`src/rtl/dilated_tap_buffer.sv`:
```
// dilated_tap_buffer: ring-buffer history of the last DILATION samples, presenting
// {x[t-DILATION], x[t]} to a dot-product engine over a valid/ready handshake.
module dilated_tap_buffer #(
    parameter int W        = 16,
    parameter int DILATION = 4
) (
    input  logic                clk,
    input  logic                rst,
    input  logic signed [W-1:0] in_data [0:3],
    input  logic                in_v,
    output logic                in_ready,
    output logic signed [W-1:0] a [0:7],
    output logic                a_v,
    input  logic                a_ready
);
    localparam int AW = DILATION > 1 ? $clog2(DILATION) : 1;
    localparam int FW = $clog2(DILATION + 1);
    typedef enum logic [1:0] {ACCEPT, LOOKUP, PRESENT} state_t;
    state_t              state;
    logic [AW-1:0]       wptr;
    logic [FW-1:0]       fill;
    logic signed [W-1:0] cur [0:3];
    logic [4*W-1:0]      mem [DILATION];
    logic                full;
    assign in_ready = state == ACCEPT;
    assign full     = fill == FW'(DILATION);
    // history is not reset; fill gates every read until it has been rewritten
    always_ff @(posedge clk)
        if (state == LOOKUP) mem[wptr] <= {cur[3], cur[2], cur[1], cur[0]};
    always_ff @(posedge clk or posedge rst) begin
        if (rst) begin
            state <= ACCEPT;
            wptr  <= '0;
            fill  <= '0;
            a_v   <= 1'b0;
            for (int i = 0; i < 4; i++) cur[i] <= '0;
            for (int i = 0; i < 8; i++) a[i] <= '0;
        end else begin
            case (state)
                ACCEPT: if (in_v) begin
                    for (int i = 0; i < 4; i++) cur[i] <= in_data[i];
                    state <= LOOKUP;
                end
                LOOKUP: begin
                    for (int i = 0; i < 4; i++) begin
                        a[i]   <= full ? mem[wptr][i*W +: W] : '0;
                        a[i+4] <= cur[i];
                    end
                    wptr  <= DILATION == 1 ? '0 : wptr + 1'b1;
                    fill  <= full ? fill : fill + 1'b1;
                    a_v   <= 1'b1;
                    state <= PRESENT;
                end
                PRESENT: if (a_ready) begin
                    a_v   <= 1'b0;
                    state <= ACCEPT;
                end
                default: state <= ACCEPT;
            endcase
        end
    end
endmodule

```
`config.mk`:
```
export PLATFORM = sky130hd
export DESIGN_NAME = dilated_tap_buffer
export DESIGN_NICKNAME = d
export VERILOG_FILES = /design/src/rtl/dilated_tap_buffer.sv
export SDC_FILE = /design/constraint.sdc
export NUM_CORES = 1
export LEC_CHECK = 0
export ABC_AREA = 0
export CAP_MARGIN = 20
export CORE_UTILIZATION = 40
export CTS_CLUSTER_SIZE = 10
export DETAILED_ROUTE_END_ITERATION = 7
export GPL_TIMING_DRIVEN = 1
export HOLD_SLACK_MARGIN = 0.15
export SLEW_MARGIN = 20
export SYNTH_ARGS = -nofsm -noshare
export SYNTH_HDL_FRONTEND = slang
export SYNTH_SLANG_ARGS = --single-unit
```
`constraint.sdc`:
```
create_clock -name clk -period 8.9 [get_ports clk]
set_input_delay 0.89 -clock clk [delete_from_list [all_inputs] [get_ports clk]]
set_output_delay 0.89 -clock clk [all_outputs]
set_load 0.03 [all_outputs]
```
==> run metrics <==
status=complete, no violations; routed wire length=34.12 mm; fmax=0.3120 GHz; first-pass GRT wire length=53.19 mm; CTS Buf Count=52; Synth area leaders=edfxtp_1 (46%), dfrtp_1 (30%), mux4_2 (8.6%), nand2_1 (4.4%), mux2_2 (4.4%); initial antenna violation count=0; Die Y=roughly 210 um; Tcrit/Tclk final=0.3601; Sw Ratio=0.3325; non-filler cells, final=about 1700; Synth Register Bits=456; fraction of layout cells with a size suffix above 1=0.1733; Final Max Slew Viols=0; CTS tree=yes; internal power=between 5 and 6 mW; mux cell area share after synthesis=0.1304; die width=between 200 and 250 um; post-CTS sizing=0; Clock power frac=0.238; worst hold path class=reg -> reg; setup violators final=0; # rows=between 70 and 80; setup tns final=0 ns; drt first pass iters=4; register area share after synthesis=0.7617; Yosys top cell area share=0.4613; power per cell area=between 300 and 400 nW/um^2; fin worst setup slack=5.695 ns; vias post-DR=8575; largest family of logic cells by synthesized area=multiplexers; vias in the first global route=roughly 9000; WHS=about 0.47 ns; CTS root buf=clkbuf_16; adder-cell share of the synthesized area=0.004505; CTS Hold Bufs=0; Worst EP arrival=3.38 ns; synth warn=0; GRT Util Overall=0.1663; CP Capture Type=register; diodes inserted=0; placed cell count=roughly 1600; CTS clock-pin slew for the worst setup and hold paths=around 0.05 ns; simple-gate share of the synthesized area=0.04873; most area-hungry cell type in the Yosys netlist=edfxtp_1; CTS H-tree depth=2; clk sinks=456; NumNets Final=1210; Flop pwr share=0.448; vias per cell=~5; RSZ-0062 raised after global routing=false; clock buffer depth=3; max cap viols=0; fill cell count=3466; pin count of the biggest net entering global routing=about 90; FF/Latch Area=around 13000 um^2; maximum VDD drop=0.1993 mV; Layout area overhead=24.06%; Comb pwr share=0.313; Hold Vio Cnt, Final=0; total gr overflow=0; actual slew at the worst max-slew pin=approximately 1.1 ns; Antenna Violating Nets Remaining=0; pre-CTS setup slack=~5.2 ns; Clk Latency, worst-skew pair=about 0.56 ns; leak pwr=just under 8 nW; synthesized cell area=about 17000 um^2; Clock Skew=0.009665 ns; HPWL Detailed=18.36 mm; # Post-CTS Setup Buffers=0; Synth Net Count=999; num ports=198; Avg Cell Area, Syn=18.01 um^2; Min Clock Period, post-route=roughly 3.2 ns; core area=40920 um^2; routability cong.=0.7008; Buffers on Ports=197; DIE AREA=around 42000 um^2; xor-xnor portion of the synthesized cell area=0.001051; Psw=around 2.7 mW; synth unique cells=23; crit path kind=reg -> reg; Slew HR=0.2980; Syn Inst Count=a little over 900; Critical Path Start Type=register; DR DRC count=0; post-synthesis compound-gate area fraction=0.03552; Starting DRT DRC Count=400; worst-path fanout max=64; WL/cell=19.96 um; area of the multi-input gates=3690 um^2; Initial Util=0.4072; Req. time, crit path=9.08 ns
-- metal layers --
layer	GRT usage	part of all wire	up-vias
met1	0.2108	0.42	4478
met3	0.03311	0.047	53
met4	0.05646	0.022	0
met2	0.2848	0.51	166
met5	0	0	-
li1	-	-	3878
-- power by group through the flow --
stage	Sequential [mW]	Combinational (mW)	Clock [mW]
2_1_floorplan	3.99	1.17	0
3_3_place_gp	3.66	2.49	0
3_5_place_dp	3.70	2.51	0
4_1_cts	3.67	2.52	1.97
5_1_grt	3.71	2.71	2.05
6_report	3.60	2.52	1.91
-- flip-flops by register name, indices dropped and copies added (netlist names) --
name and count:
a_v 1, cur 64, mem 256, fill 3
state 2, wptr 2, a 128
-- cell type report --
type | instances | area share
tap | 532 | 0.03220
timing repair buffer | 206 | 0.1002
multi-input combinational | 414 | 0.1785
clock buffer | 95 | 0.07330
sequential | 456 | 0.6143
inverter | 6 | 0.001453
-- final timing paths --
path                          start    endpoint  slack (ns)  depth (start not counted)
min in group asynchronous       rst     cur[13]        0.83                          2
max reg2reg                state[1]  mem[2][55]        5.70                          4
min reg2reg                   a[33]       a[33]        0.47                          2
min                           a[33]       a[33]        0.47                          2
max in group asynchronous       rst     wptr[1]        6.01                          4
max                        state[1]  mem[2][55]        5.70                          4
-- logic make-up after synthesis --
| group | Yosys count |
|---|---|
| xor+xnor | 2 |
| simple gates | 207 |
| buf+inv | 55 |
| mux | 129 |
| flops | 456 |
| fa+ha+maj | 6 |
| compound gates | 70 |
-- placed cells by master (no fill, tap or decap) --
cell | netlist | routed
nor2_4 | 1 | 1
or2b_4 | 1 | 1
a22o_1 | 64 | 64
inv_8 | 0 | 1
mux4_2 | 64 | 64
nor2b_1 | 2 | 1
nor2b_4 | 0 | 1
nand2b_1 | 1 | 1
clkdlybuf4s50_1 | 0 | 197
and2_4 | 0 | 5
inv_1 | 6 | 5
dfrtp_1 | 200 | 198
nor2_1 | 1 | 1
clkbuf_16 | 0 | 54
buf_12 | 0 | 1
mux2_2 | 65 | 65
xnor2_1 | 2 | 2
dfrtp_4 | 0 | 2
buf_16 | 0 | 1
ha_1 | 6 | 6
clkbuf_8 | 0 | 1
buf_4 | 6 | 7
clkbuf_1 | 19 | 40
o21ai_0 | 2 | 2
a31oi_1 | 1 | 1
edfxtp_1 | 256 | 256
a21oi_1 | 3 | 3
nand2_1 | 196 | 196
-- cells in the mapped netlist, drive strengths merged --
cell type	number
a21oi	3
a22o	64
a31oi	1
and2	5
buf	30
clkbuf	19
dfrtp	200
edfxtp	256
ha	6
inv	6
mux2	65
mux4	64
nand2	196
nand2b	1
nor2	2
nor2b	2
o21ai	2
or2b	1
xnor2	2
-- critical path: stages, from the launching register on --
cell	delay, ns
dfrtp_1	0.45
nor2b_4	0.71
buf_4	0.60
and2_4	0.23
buf_4	0.80
-- per-stage QoR --
step,power (mW),util,instance area (um^2)
after detailed placement,6.208,0.4670,19110
after floorplan,5.163,-,16660
final,8.033,0.5051,20670
after global routing,8.472,0.5051,20670
after CTS,8.160,0.5040,20620
after global placement,6.156,0.4670,19110
Power figures use the tool's default switching activity.
